## config.mk

```make
export PLATFORM = sky130hd
export DESIGN_NAME = alu_op_sequencer
export DESIGN_NICKNAME = d
export VERILOG_FILES = /design/src/rtl/alu_seq_pkg.sv /design/src/rtl/alu_seq_regfile.sv /design/src/rtl/alu_op_sequencer.sv
export SDC_FILE = /design/constraint.sdc
export NUM_CORES = 1
export LEC_CHECK = 0
export BUFFER_PORTS_ARGS = -buffer_cell sky130_fd_sc_hd__buf_2
export CAP_MARGIN = 30
export CORE_AREA = 2 2 155 157
export DETAILED_ROUTE_END_ITERATION = 6
export DIE_AREA = 0 0 157 159
export PLACE_DENSITY = 0.76
export SLEW_MARGIN = 10
export SYNTH_ARGS = -nofsm -noshare
export SYNTH_HDL_FRONTEND = slang
export SYNTH_SLANG_ARGS = --single-unit
```

## constraint.sdc

```tcl
create_clock -name clk -period 1.73 [get_ports clk]
set_input_delay 0.346 -clock clk [delete_from_list [all_inputs] [get_ports clk]]
set_output_delay 0.346 -clock clk [all_outputs]
set_load 0.1 [all_outputs]
```

## src/rtl/alu_seq_pkg.sv

```systemverilog
// alu_op_sequencer shared types: ALU opcodes and sequencer FSM states.
// Optional op counter is enabled with ALU_SEQ_OPCNT_EN.
package alu_seq_pkg;

  localparam logic [1:0] OP_MUL = 2'b00;
  localparam logic [1:0] OP_ADD = 2'b10;
  localparam logic [1:0] OP_SUB = 2'b11;

  typedef enum logic [1:0] {
    S_IDLE = 2'd0,
    S_READ = 2'd1,
    S_EXEC = 2'd2,
    S_WB   = 2'd3
  } state_t;

endpackage

```

## src/rtl/alu_seq_regfile.sv

```systemverilog
// Operand register file: three async read ports, two write ports.
// Writeback beats host write on an address collision.
module alu_seq_regfile
  import alu_seq_pkg::*;
#(
  parameter int PART_LEN = 8,
  parameter int REG_AW   = 3
) (
  input  logic                  clk,
  input  logic                  rst_n,
  input  logic [REG_AW-1:0]     ra_addr,
  output logic [2*PART_LEN-1:0] ra_data,
  input  logic [REG_AW-1:0]     rb_addr,
  output logic [2*PART_LEN-1:0] rb_data,
  input  logic [REG_AW-1:0]     rh_addr,
  output logic [2*PART_LEN-1:0] rh_data,
  input  logic                  wb_en,
  input  logic [REG_AW-1:0]     wb_addr,
  input  logic [2*PART_LEN-1:0] wb_data,
  input  logic                  hw_en,
  input  logic [REG_AW-1:0]     hw_addr,
  input  logic [2*PART_LEN-1:0] hw_data
);

  localparam int REG_CNT = 2**REG_AW;
  localparam int DW      = 2*PART_LEN;

  logic [DW-1:0] mem [REG_CNT];

  assign ra_data = mem[ra_addr];
  assign rb_data = mem[rb_addr];
  assign rh_data = mem[rh_addr];

  always_ff @(posedge clk or negedge rst_n) begin
    if (!rst_n) begin
      for (int i = 0; i < REG_CNT; i++) begin
        mem[i] <= '0;
      end
    end else begin
      for (int i = 0; i < REG_CNT; i++) begin
        if (wb_en && wb_addr == REG_AW'(i)) begin
          mem[i] <= wb_data;
        end else if (hw_en && hw_addr == REG_AW'(i)) begin
          mem[i] <= hw_data;
        end
      end
    end
  end

endmodule

```

## src/rtl/alu_op_sequencer.sv

```systemverilog
// Issue/writeback sequencer for the 2xPART_LEN ALU: IDLE-READ-EXEC-WB.
// Define ALU_SEQ_OPCNT_EN to add the 16-bit op_count output.
module alu_op_sequencer
  import alu_seq_pkg::*;
#(
  parameter int PART_LEN = 8,
  parameter int REG_AW   = 3
) (
  input  logic                  clk,
  input  logic                  rst_n,
  input  logic                  cmd_valid,
  output logic                  cmd_ready,
  input  logic [1:0]            cmd_op,
  input  logic [REG_AW-1:0]     cmd_src_a,
  input  logic [REG_AW-1:0]     cmd_src_b,
  input  logic [REG_AW-1:0]     cmd_dst,
  input  logic                  wr_en,
  input  logic [REG_AW-1:0]     wr_addr,
  input  logic [2*PART_LEN-1:0] wr_data,
  input  logic [REG_AW-1:0]     rd_addr,
  output logic [2*PART_LEN-1:0] rd_data,
  output logic [2*PART_LEN-1:0] alu_a,
  output logic [2*PART_LEN-1:0] alu_b,
  output logic [1:0]            alu_ctrl,
  input  logic [2*PART_LEN-1:0] alu_res,
  output logic                  busy,
  output logic                  done,
  output logic [2*PART_LEN-1:0] done_data
`ifdef ALU_SEQ_OPCNT_EN
  ,
  output logic [15:0]           op_count
`endif
);

  localparam int DW = 2*PART_LEN;

  state_t            state;
  state_t            state_nxt;
  logic              accept;
  logic              wb_en;
  logic [1:0]        op_q;
  logic [REG_AW-1:0] src_a_q;
  logic [REG_AW-1:0] src_b_q;
  logic [REG_AW-1:0] dst_q;
  logic [DW-1:0]     ra_data;
  logic [DW-1:0]     rb_data;
  logic [DW-1:0]     result_q;

  alu_seq_regfile #(
    .PART_LEN (PART_LEN),
    .REG_AW   (REG_AW)
  ) u_rf (
    .clk     (clk),
    .rst_n   (rst_n),
    .ra_addr (src_a_q),
    .ra_data (ra_data),
    .rb_addr (src_b_q),
    .rb_data (rb_data),
    .rh_addr (rd_addr),
    .rh_data (rd_data),
    .wb_en   (wb_en),
    .wb_addr (dst_q),
    .wb_data (result_q),
    .hw_en   (wr_en),
    .hw_addr (wr_addr),
    .hw_data (wr_data)
  );

  always_ff @(posedge clk or negedge rst_n) begin
    if (!rst_n) begin
      state <= S_IDLE;
    end else begin
      state <= state_nxt;
    end
  end

  always_comb begin
    state_nxt = state;
    cmd_ready = 1'b0;
    accept    = 1'b0;
    wb_en     = 1'b0;
    unique case (state)
      S_IDLE: begin
        cmd_ready = 1'b1;
        if (cmd_valid) begin
          accept    = 1'b1;
          state_nxt = S_READ;
        end
      end
      S_READ: state_nxt = S_EXEC;
      S_EXEC: state_nxt = S_WB;
      S_WB: begin
        wb_en     = 1'b1;
        state_nxt = S_IDLE;
      end
      default: state_nxt = S_IDLE;
    endcase
  end

  assign busy = (state != S_IDLE);

  // ALU inputs only move in READ so the ALU sees stable operands.
  always_ff @(posedge clk or negedge rst_n) begin
    if (!rst_n) begin
      op_q      <= '0;
      src_a_q   <= '0;
      src_b_q   <= '0;
      dst_q     <= '0;
      alu_a     <= '0;
      alu_b     <= '0;
      alu_ctrl  <= '0;
      result_q  <= '0;
      done      <= 1'b0;
      done_data <= '0;
    end else begin
      done <= wb_en;
      if (accept) begin
        op_q    <= cmd_op;
        src_a_q <= cmd_src_a;
        src_b_q <= cmd_src_b;
        dst_q   <= cmd_dst;
      end
      if (state == S_READ) begin
        alu_a    <= ra_data;
        alu_b    <= rb_data;
        alu_ctrl <= op_q;
      end
      if (state == S_EXEC) begin
        result_q <= alu_res;
      end
      if (wb_en) begin
        done_data <= result_q;
      end
    end
  end

`ifdef ALU_SEQ_OPCNT_EN
  always_ff @(posedge clk or negedge rst_n) begin
    if (!rst_n) begin
      op_count <= '0;
    end else if (wb_en) begin
      op_count <= op_count + 16'd1;
    end
  end
`endif

endmodule

```

==> results.md <==
* Status: complete, but fails checks
* Violations in the final reports: negative setup slack
* Nets@finish at 1,428
* Total routing resource utilization after global routing at 33.21%
* Synth top area cells: sky130_fd_sc_hd__dfrtp_1 (42%), sky130_fd_sc_hd__mux2i_1 (18%), sky130_fd_sc_hd__mux4_1 (5.9%)
* Area fraction of the dominant cell type after synthesis at 41.73%
* Fill cell count at 1,639
* Number of warning messages in the yosys log at 0
* HPWL Detailed at 26,300 um
* Final core utilization at 68.62%
* Transition at the pin with the smallest max-transition slack at 0.5016 ns
* Maximum single-stage delay on the critical path at 0.49 ns
* Class of the most critical setup path: reg -> out
* Number of distinct library cell variants in the gate-level netlist after synthesis at 32
* Top cell type by total area after synthesis: sky130_fd_sc_hd__dfrtp_1
* Element type at the critical path end: output pin
* Post-synthesis instance area at 12,470 um^2
* Non-filler instance count after layout at 1,703
* Vias in the first global route at 10,740
* Average wire length per cell after detail routing at 24.52 um
* # clock sinks at 208
* Num rows at 56
* Post-route minimum period at 2.266 ns
* Inst Count DP at 1,644
* Horizontal extent of the die at 157 um
* CTS clk-pin slew, worst paths at 0.06 ns
* Area added between synthesis and finish at 27.60%
* Design area at 15,910 um^2
* Max-slew violation total from the final report at 0
* IO Pins at 122
* Total routed wirelength at 41,750 um
* Share of the clock period used by the worst path after layout at 131.0%
* Clock latency reported for the late side of the worst-skew pair at 0.53 ns
* Remaining number of nets flagged by the antenna check after routing at 0
* EDFF count, synth at 0
* Total of flip-flops plus latches after synthesis at 208
* Largest net degree at the start of global routing at 46
* Total gr overflow at 0
* Most common flop cell mapped by yosys: sky130_fd_sc_hd__dfrtp_1
* Gate Count Post-Synth at 1,139
* Slowest library cell on the worst path: sky130_fd_sc_hd__mux4_2
* First-pass iteration count of the detailed router at 7
* Fraction of final layout cells with drive strength greater than 1 at 34.18%
* Vertical die dimension at 159 um
* Arrival time reported for the critical path endpoint at 1.92 ns
* Root buffer cell: sky130_fd_sc_hd__clkbuf_16
* TritonCTS buffer count at 24
* Instance area at placement at 14,770 um^2
* Vias/cell at 6.435
* Storage element area at 5213 um^2
* Final Hold Viols at 0
* Number of port buffers at 121
* Tightest slew margin relative to the limit at 66.79%
* Initial standard-cell utilization of the core at 53.78%
* Required time reported for the critical path endpoint at 1.38 ns
* MaxCap Viol Count at 0
* Final setup viols at 17
* Post-synth net total at 1,197
* CTS tree: yes
* Initial antenna violation count at 0
* Max H-tree Level at 1
* Element type at the critical path start: register
* Global-route wire length before repair at 63,310 um
* Share of async-settable or async-resettable flops after synthesis at 100.0%
* Number of vias after detailed routing at 10,960
* Worst setup skew after layout at 0.01685 ns
* Core area at 23,190 um^2
* Worst Hold Class: in -> reg
* Die area at 24,960 um^2
* Maximum achievable frequency at 0.4413 GHz
* Multi-input gate area in the final layout at 6580 um^2
* Largest buffer count on any clock path at 3
* Post-route DRC at 0
* Sequential fraction of the synthesis area at 41.73%
* Diodes inserted at 0
* Syn_area_per_cell at 10.95 um^2
* Setup slack after layout at -0.5361 ns
* RSZ-0062 raised after global routing: true
* Weighted congestion reported at the end of routability-driven placement at 0.9065
* Largest fanout on the critical path at 2
* First-iteration detailed-routing DRC count at 1,441
* Critical-path cell list: mux4_2, mux2_4, buf_12
-- synth_stat cells, types with 2 or more instances --
cell                       count
sky130_fd_sc_hd__nand4b_1      6
sky130_fd_sc_hd__ha_1          5
sky130_fd_sc_hd__o21ai_0      55
sky130_fd_sc_hd__o21ai_1       9
sky130_fd_sc_hd__a41o_1       32
sky130_fd_sc_hd__nand2b_1      2
sky130_fd_sc_hd__a21oi_1      65
sky130_fd_sc_hd__dfrtp_1     208
sky130_fd_sc_hd__mux2_2       62
sky130_fd_sc_hd__and4bb_2      3
sky130_fd_sc_hd__mux4_2        4
sky130_fd_sc_hd__a22oi_1      32
sky130_fd_sc_hd__inv_1         3
sky130_fd_sc_hd__mux4_1       28
sky130_fd_sc_hd__clkbuf_1     65
sky130_fd_sc_hd__nor4b_2       2
sky130_fd_sc_hd__nand2_1      65
sky130_fd_sc_hd__mux2i_1     224
sky130_fd_sc_hd__buf_6        10
sky130_fd_sc_hd__a211o_1      32
sky130_fd_sc_hd__and4bb_1      3
sky130_fd_sc_hd__buf_4        17
sky130_fd_sc_hd__buf_2        26
sky130_fd_sc_hd__nor2b_1      67
sky130_fd_sc_hd__buf_1        11
sky130_fd_sc_hd__nor2_1       66
sky130_fd_sc_hd__nand3_1      32
-- stage by stage --
step | TNS (ns) | worst slack (ns) | hold slack (ns)
floorplan | -1.526 | -0.09576 | 0.05041
finish | -7.898 | -0.5361 | 0.05269
CTS | -7.726 | -0.5019 | 0.04774
global route | -8.276 | -0.5405 | 0.05282
global placement | -6.742 | -0.4642 | 0.2650
detailed placement | -7.106 | -0.4847 | 0.2633
-- flip-flops by register name, summed over array words and instances, names as in the netlist --
signal and flops:
u_rf.mem 128, alu_a 16, alu_b 16, done_data 16, result_q 16, dst_q 3, src_a_q 3, src_b_q 3
alu_ctrl 2, op_q 2, state 2, done 1
-- what timing repair did --
item / in CTS / in global routing
hold endpoints to repair: 21 / 0
setup buffers: 7 / 12
hold buffers: 1 / 0
pin swaps: 1 / 0
setup endpoints to repair: 25 / 25
gates resized for setup: 76 / 4
-- path summary, 6_finish.rpt --
path                                                from                  endpoint  slack (ns)  depth (start not counted)
worst max-delay path            u_rf.mem[75]$_DFFE_PN0P_               rd_data[11]       -0.54                          3
worst min-delay path                          alu_res[7]   result_q[7]$_DFFE_PN0N_        0.05                          2
worst max register to register      state[1]$_DFFE_PN0P_      alu_a[6]$_DFFE_PN0N_        0.06                          8
worst min register to register  done_data[4]$_DFFE_PN0N_  done_data[4]$_DFFE_PN0N_        0.50                          1
max in group asynchronous                          rst_n    src_a_q[0]$_DFFE_PN0P_        0.79                          3
min in group asynchronous                          rst_n      dst_q[1]$_DFFE_PN0P_        0.32                          2
-- final cells by class --
class,instances,area share (%)
multi-input combinational,797,41.35
sequential,208,32.75
timing repair buffer,336,18.70
clock buffer,37,4.340
tap,319,2.508
clock inverter,3,0.2516
inverter,3,0.09435
-- critical path: cells and delay by family, from the launching register on --
kind	cells	cell delay [ns]
muxes	2	0.81
buffers and inverters	1	0.17
DFF	1	0.40
-- metal layers --
layer,track usage (%),vias to the layer above,share of wire [%]
met5,0,-,0
met4,15.26,0,5.0
met3,8.519,185,12
met2,48.74,826,44
met1,46.30,5318,39
li1,-,4629,-
-- cell families (layout without fill, tap and decap cells) --
family          Yosys count  in the layout  synth area share [%]
simple gates            249            249                 10.14
mux                     318            318                 30.20
compound gates          225            225                 11.92
fa+ha+maj                 5              5                0.5016
flops                   208            208                 41.73
buf+inv                 134            379                 5.507
-- cells in the final DEF, fill, tap and decap left out --
master,count
sky130_fd_sc_hd__buf_4,185
sky130_fd_sc_hd__nor4b_4,2
sky130_fd_sc_hd__and4bb_2,3
sky130_fd_sc_hd__nand4b_1,6
sky130_fd_sc_hd__nor2b_1,67
sky130_fd_sc_hd__and4bb_1,3
sky130_fd_sc_hd__dfrtp_4,2
sky130_fd_sc_hd__ha_1,2
sky130_fd_sc_hd__nand2b_1,2
sky130_fd_sc_hd__mux4_2,32
sky130_fd_sc_hd__ha_4,2
sky130_fd_sc_hd__a41o_1,32
sky130_fd_sc_hd__inv_2,2
sky130_fd_sc_hd__clkinvlp_4,1
sky130_fd_sc_hd__clkbuf_4,3
sky130_fd_sc_hd__ha_2,1
sky130_fd_sc_hd__clkbuf_16,25
sky130_fd_sc_hd__o21ai_1,9
sky130_fd_sc_hd__o21ai_0,55
sky130_fd_sc_hd__mux2_4,16
sky130_fd_sc_hd__buf_2,92
sky130_fd_sc_hd__nand4_1,1
sky130_fd_sc_hd__a211o_1,32
sky130_fd_sc_hd__a22oi_1,32
sky130_fd_sc_hd__mux2i_1,224
sky130_fd_sc_hd__nand2_1,65
sky130_fd_sc_hd__nor2_1,66
sky130_fd_sc_hd__buf_12,54
sky130_fd_sc_hd__clkbuf_8,3
sky130_fd_sc_hd__nand4_2,1
sky130_fd_sc_hd__bufinv_16,1
sky130_fd_sc_hd__clkinv_2,2
sky130_fd_sc_hd__nand3_1,32
sky130_fd_sc_hd__nor3_1,1
sky130_fd_sc_hd__mux2_2,46
sky130_fd_sc_hd__dfrtp_1,206
sky130_fd_sc_hd__clkbuf_1,10
sky130_fd_sc_hd__a21oi_1,65
sky130_fd_sc_hd__dlygate4sd3_1,1
Power is not shown: default switching activity piles up to over one toggle a cycle in this logic, so the estimate is an artifact.
